$ cat config.mk
export PLATFORM = sky130hd
export DESIGN_NAME = col_frame_loader
export DESIGN_NICKNAME = d
export VERILOG_FILES = /design/src/rtl/col_frame_loader_pkg.sv /design/src/rtl/col_frame_loader.sv
export SDC_FILE = /design/constraint.sdc
export NUM_CORES = 1
export LEC_CHECK = 0
export ABC_AREA = 1
export ABC_CLOCK_PERIOD_IN_PS = 3700
export CAP_MARGIN = 20
export CORE_MARGIN = 4
export CORE_UTILIZATION = 33
export DETAILED_ROUTE_END_ITERATION = 8
export PLACE_DENSITY = 0.58
export SETUP_SLACK_MARGIN = 0.4
export SYNTH_ARGS = -nofsm -noshare
export SYNTH_HDL_FRONTEND = slang
export SYNTH_SLANG_ARGS = --single-unit
$ cat constraint.sdc
create_clock -name CLK -period 3.7 [get_ports CLK]
set_input_delay 0.37 -clock CLK [delete_from_list [all_inputs] [get_ports CLK]]
set_output_delay 0.37 -clock CLK [all_outputs]
set_load 0.03 [all_outputs]
$ cat src/rtl/col_frame_loader_pkg.sv
// Shared definitions for the column frame loader: header field positions
// and the sequencing states.
package col_frame_loader_pkg;

  localparam int HDR_FLAG_BIT = 31;
  localparam int COL_MSB      = 15;
  localparam int COL_LSB      = 8;
  localparam int IDX_MSB      = 4;
  localparam int IDX_LSB      = 0;

  typedef enum logic [2:0] {
    IDLE,
    LOAD,
    STROBE,
    HOLD,
    DONE
  } state_t;

endpackage

$ cat src/rtl/col_frame_loader.sv
// Column-base configuration loader. Collects one data word per row after a
// header, then fires a single FrameStrobe line while FrameData is stable.
//
// state  | meaning
// -------+--------------------------------------------------------------
// IDLE   | waiting for a header; non-header words are consumed and dropped
// LOAD   | consuming NumRows data words, written only when the column matches
// STROBE | one-hot FrameStrobe for the latched frame index
// HOLD   | strobe released, FrameData still held
// DONE   | frame_done pulse, frame_err if the frame index was out of range
module col_frame_loader
  import col_frame_loader_pkg::*;
#(
  parameter int FrameBitsPerRow = 32,
  parameter int MaxFramesPerCol = 20,
  parameter int NumRows         = 16,
  parameter int ColumnIndex     = 0
) (
  input  logic                                 CLK,
  input  logic                                 resetn,
  input  logic [31:0]                          in_data,
  input  logic                                 in_valid,
  output logic                                 in_ready,
  output logic [NumRows*FrameBitsPerRow-1:0]   FrameData_O,
  output logic [MaxFramesPerCol-1:0]           FrameStrobe_O,
  output logic                                 frame_done,
  output logic                                 frame_err
);

  localparam int               ROW_W    = (NumRows > 1) ? $clog2(NumRows) : 1;
  localparam logic [7:0]       COL_ID   = 8'(ColumnIndex);
  localparam logic [ROW_W-1:0] LAST_ROW = ROW_W'(NumRows - 1);

  state_t                                   state_q;
  state_t                                   state_d;
  logic [ROW_W-1:0]                         row_q;
  logic [4:0]                               idx_q;
  logic                                     match_q;
  logic                                     bad_q;
  logic [NumRows-1:0][FrameBitsPerRow-1:0]  rows_q;
  logic                                     hdr_take;
  logic                                     word_take;

  // State register.
  always_ff @(posedge CLK or negedge resetn) begin
    if (!resetn) state_q <= IDLE;
    else         state_q <= state_d;
  end

  // Next state, handshake and strobe/status outputs. in_ready is gated by
  // resetn so nothing is offered upstream while the loader is held in reset.
  always_comb begin
    state_d       = state_q;
    in_ready      = 1'b0;
    FrameStrobe_O = '0;
    frame_done    = 1'b0;
    frame_err     = 1'b0;
    hdr_take      = 1'b0;
    word_take     = 1'b0;
    case (state_q)
      IDLE: begin
        in_ready = resetn;
        if (in_valid && resetn && in_data[HDR_FLAG_BIT]) begin
          hdr_take = 1'b1;
          state_d  = LOAD;
        end
      end
      LOAD: begin
        in_ready = resetn;
        if (in_valid && resetn) begin
          word_take = 1'b1;
          if (row_q == LAST_ROW) state_d = (match_q && !bad_q) ? STROBE : DONE;
        end
      end
      STROBE: begin
        for (int i = 0; i < MaxFramesPerCol; i++) FrameStrobe_O[i] = (int'(idx_q) == i);
        state_d = HOLD;
      end
      HOLD: state_d = DONE;
      DONE: begin
        frame_done = 1'b1;
        frame_err  = bad_q;
        state_d    = IDLE;
      end
      default: state_d = IDLE;
    endcase
  end

  // Header capture: only the column match and range check are kept.
  always_ff @(posedge CLK or negedge resetn) begin
    if (!resetn) begin
      idx_q   <= '0;
      match_q <= 1'b0;
      bad_q   <= 1'b0;
    end else if (hdr_take) begin
      idx_q   <= in_data[IDX_MSB:IDX_LSB];
      match_q <= (in_data[COL_MSB:COL_LSB] == COL_ID);
      bad_q   <= (int'(in_data[IDX_MSB:IDX_LSB]) >= MaxFramesPerCol);
    end
  end

  // Row counter; holds while in_valid is low.
  always_ff @(posedge CLK or negedge resetn) begin
    if (!resetn)        row_q <= '0;
    else if (hdr_take)  row_q <= '0;
    else if (word_take) row_q <= row_q + ROW_W'(1);
  end

  // Row-parallel frame register, written by index for matching columns only.
  always_ff @(posedge CLK or negedge resetn) begin
    if (!resetn)                   rows_q        <= '0;
    else if (word_take && match_q) rows_q[row_q] <= in_data;
  end

  assign FrameData_O = rows_q;

endmodule

== Word-level counts from Yosys, hierarchy flattened ==
Cells that the tools add are included.
Storage, ports and cells
  bits in registers: 526
  input port bits: 35
  output and inout port bits: 535
  logic and storage cells: 82
Operators by class
  add/sub/neg operators: 1
  order comparisons: 3
  eq/ne operators: 27
  mux-type cells: 18
  reductions and logical operators: 12
Operators with widths (count)
  $bwmux W512: 1
  $demux W32 S4: 1
  $eq A5 B5 Y1 const B: 12
  $mux W32: 1
  $eq A5 B4 Y1 const B: 4
  $mux W20: 1
  $mux W3: 4
  $pmux W3 S4: 1
  $eq A5 B3 Y1 const B: 2
  $logic_not A8 Y1: 1
  $mux W4: 2
  $mux W1: 7
  $eq A3 B2 Y1 const B: 2
  $ne A2 B2 Y1 const B: 3
  $eq A5 B2 Y1 const B: 1
  $ge A5 B5 Y1 const B: 1
  $logic_and A1 B1 Y1: 5
  $logic_not A5 Y1: 1
  $lt A4 B5 Y1 const B: 1
  $add A4 B1 Y4 const B: 1
  $eq A4 B4 Y1 const B: 1
  $ge A4 B1 Y1 const B: 1
  $eq A3 B1 Y1 const B: 1
  $eq A3 B3 Y1 const B: 1
  other kinds (5): 5

== Longest topological paths before layout ==
  word-level depth: 6
  gate-level depth with buffers: 9
  depth with buffers taken out: 7

== Worst setup path after synthesis ==
No wires, ideal clock.
  path kind: flip-flop to output port
  start point: register state_q[0]
  end point: output port FrameStrobe_O[0]
  arrival: 1.360 ns
  path slack: 1.970 ns
  cell stages (with the launch flop): 6
  path through: dfrtp_1 > nor2_1 > inv_1 > nor3_1 > nand2_1 > nor2_1
On the way
  cells in the longest elaborated chain, start to end: 2
Ends and longest elaborated chain
  from (decl): RTL line col_frame_loader.sv:34  | state_t state_q;
  from (signal assigned): RTL line col_frame_loader.sv:47  | else state_q <= state_d;
  $eq A3 B2 Y1: RTL line col_frame_loader.sv:60  | case (state_q)
  $mux W20: RTL line col_frame_loader.sv:60
  to (decl): RTL line col_frame_loader.sv:25  | output logic [MaxFramesPerCol-1:0] FrameStrobe_O,
No other way between the ends.

== Final worst setup path ==
  start point: register state_q[0]
  end point: output port FrameStrobe_O[5]
Same word-level chain as after synthesis.

==> run metrics <==
dominant synthesized flop cell dfrtp_1; Clock Skew 0.0189 ns; # H-tree levels 2; Iter 0 DRT Violations 1,941; Sum Neg Setup Slack 0 ns; root buf cell clkbuf_16; GRT overflow 0; Synth warnings 0; Vert. Die Dim 266 um; Die X 266 um; Fmax between 300 and 400 MHz; Mean Syn Cell Area 9.00 sq um; Synth Register Bits 526; area grow syn2layout 38.0%; area of the multi-input gates 0.00746 sq mm; top cells by area, synth dfrtp_1, nand2_1, nand4_1; hpwl dp 58,300 um; commonest cells in the netlist nand2_1, dfrtp_1, nand4_1, clkbuf_1, buf_2; CTS Buffer Depth 3; IO Pins 570; CTS tree done; synthesized area 0.0219 sq mm; syn_nets 2,472; Req. time, crit path 3.33 ns; average vias per placed instance 5.31; WL final approximately 92,000 um; R2R depth 7; GRT Total Usage 25.0%; Post-Layout Cell Count approximately 3,800; register area roughly 0.013 sq mm; fin crit period 3.01 ns; Clock Latency Late Sink 0.62 ns; Crit. End Element output port; Yosys cell types 22; Inserted Diodes 0; final hold vios 0; Leakage 0.0149 uW; CP Max Fanout 6; pin count of the biggest net entering global routing 151; vias in the first global route 20,000; # rows 94; number of flops mapped to enable cells by yosys 0; Final period util 81.2%; ANT nets after route 0; final setup fails 0; buffers added on ports ~570; Worst-path clk slew 0.06 ns; Pwr per Cell Area 467 mW/mm^2; clock tree sinks between 500 and 600; Post-synth ARST share 100%; Post-Synthesis Cells 2,433; Setup CP Type reg2out; first-pass GRT wire length 136,000 um; die area 0.0706 sq mm; DR DRC count 0; count leader, synth nand2_1; WL per Instance 24.3 um; placed cell count 3,673; max-cap violation count 0; Worst VDD drop 0.364 mV; top cell type's share of synthesized area 60.1%; RSZ-0062 raised after global routing false; GP Congestion 0.834; outcome completed; worst hold path type in2async; core footprint 0.0657 sq mm; max_slew headroom 17.8%; slew of the pin with the lowest slew margin around 1.2 ns; via count 20,100; Filler cells 6,210; hold_ws about 0.22 ns; Worst Path Arrival 2.64 ns; CP startpoint kind flop; Total Nets Final 2,912; top cell type by total area after synthesis dfrtp_1; Seq/Total Area, Yosys 60.1%; TritonCTS Buffers 57; drt pass-1 iters 5; initial antenna violation count 1; layout cell share with drive strength beyond 1 6.44%; Initial Util 33.3%; final slew viol count 0
-- cells by family (layout without fill, tap and decap cells) --
| kind of cell | count (synthesis) | in the layout | share of synthesized area, % |
|---|---|---|---|
| flip-flops | 526 | 526 | 60.1 |
| AO/OA/AOI/OAI | 74 | 74 | 1.69 |
| XOR/XNOR | 1 | 1 | 0.0400 |
| buffers and inverters | 303 | 791 | 6.30 |
| AND/OR/NAND/NOR | 1525 | 1525 | 31.6 |
| adder cells (fa/ha/maj) | 4 | 4 | 0.229 |
-- worst paths after layout --
path	start	end	slack, ns
max in group asynchronous	resetn	FrameData_O[196]$_DFFE_PN0P_	1.62
setup / recovery	state_q[0]$_DFFE_PN0P_	FrameStrobe_O[5]	0.69
setup reg to reg	row_q[0]$_DFFE_PN0P_	FrameData_O[85]$_DFFE_PN0P_	0.99
min in group CLK	in_data[11]	FrameData_O[491]$_DFFE_PN0P_	0.34
hold / removal	resetn	FrameData_O[433]$_DFFE_PN0P_	0.22
hold reg to reg	FrameData_O[368]$_DFFE_PN0P_	FrameData_O[368]$_DFFE_PN0P_	0.47
-- registers in the layout (all words and copies together) (netlist names) --
signal and cells:
idx_q 5, match_q 1, FrameData_O 512, state_q 3
bad_q 1, row_q 4
-- through the flow --
step	cell area (sq um)	utilization, %	power, uW	setup slack [ns]
floorplan	21900	-	7200	1.97
global placement	28100	42.8	8010	0.844
detailed placement	28100	42.8	8040	0.710
CTS	30100	45.8	14200	0.716
global route	30200	46.0	14600	0.484
finish	30200	46.0	14100	0.695
-- cells in the final DEF (no fill, tap or decap), types with 2 or more instances in the layout --
cell	instances
nand4_1	452
nor2_1	43
clkbuf_16	59
o21ai_0	73
buf_8	2
ha_4	4
inv_6	2
nor2_4	4
buf_12	10
nand2_2	2
dfrtp_1	526
clkdlybuf4s50_1	566
clkbuf_1	4
clkinvlp_4	4
nand3_1	12
nor3_1	3
clkinv_2	21
bufinv_16	9
buf_4	46
nand3_2	11
nand2_1	996
buf_2	2
inv_1	53
clkbuf_8	7
inv_2	3
-- final cells by class --
type	count	share of cell area, %
sequential	526	43.5
multi-input combinational	1604	24.7
timing repair buffer	628	20.8
clock buffer	70	5.25
tap	864	3.58
clock inverter	37	1.43
inverter	56	0.695
-- metal layers --
| layer | up-vias | GRT usage (%) | wire length, um |
|---|---|---|---|
| met3 | 145 | 7.96 | 9250 |
| met4 | 0 | 7.27 | 2770 |
| li1 | 9016 | - | - |
| met5 | - | 0 | 0 |
| met1 | 10000 | 33.5 | 37700 |
| met2 | 906 | 39.3 | 42100 |
-- what timing repair did --
item	4_1_cts	5_1_grt
resized for setup	0	0
hold buffers	1	0
endpoints found under the hold margin	23	0
buffers inserted	0	0
-- worst max-delay path, cell delays in order (launching register included) --
cell and delay [ns]:
dfrtp_1 0.45, nor2_1 0.14, inv_1 0.06, nor3_1 0.28, nand2_1 0.21, nor2_1 0.20
clkdlybuf4s50_1 0.70
-- power by group --
group	switching [uW]	internal, uW	total (uW)
logic	1680	348	2030
clock network	2480	3680	6160
registers	104	5830	5930
total	4260	9850	14100
Note: power is estimated with default switching activity, not from simulation.
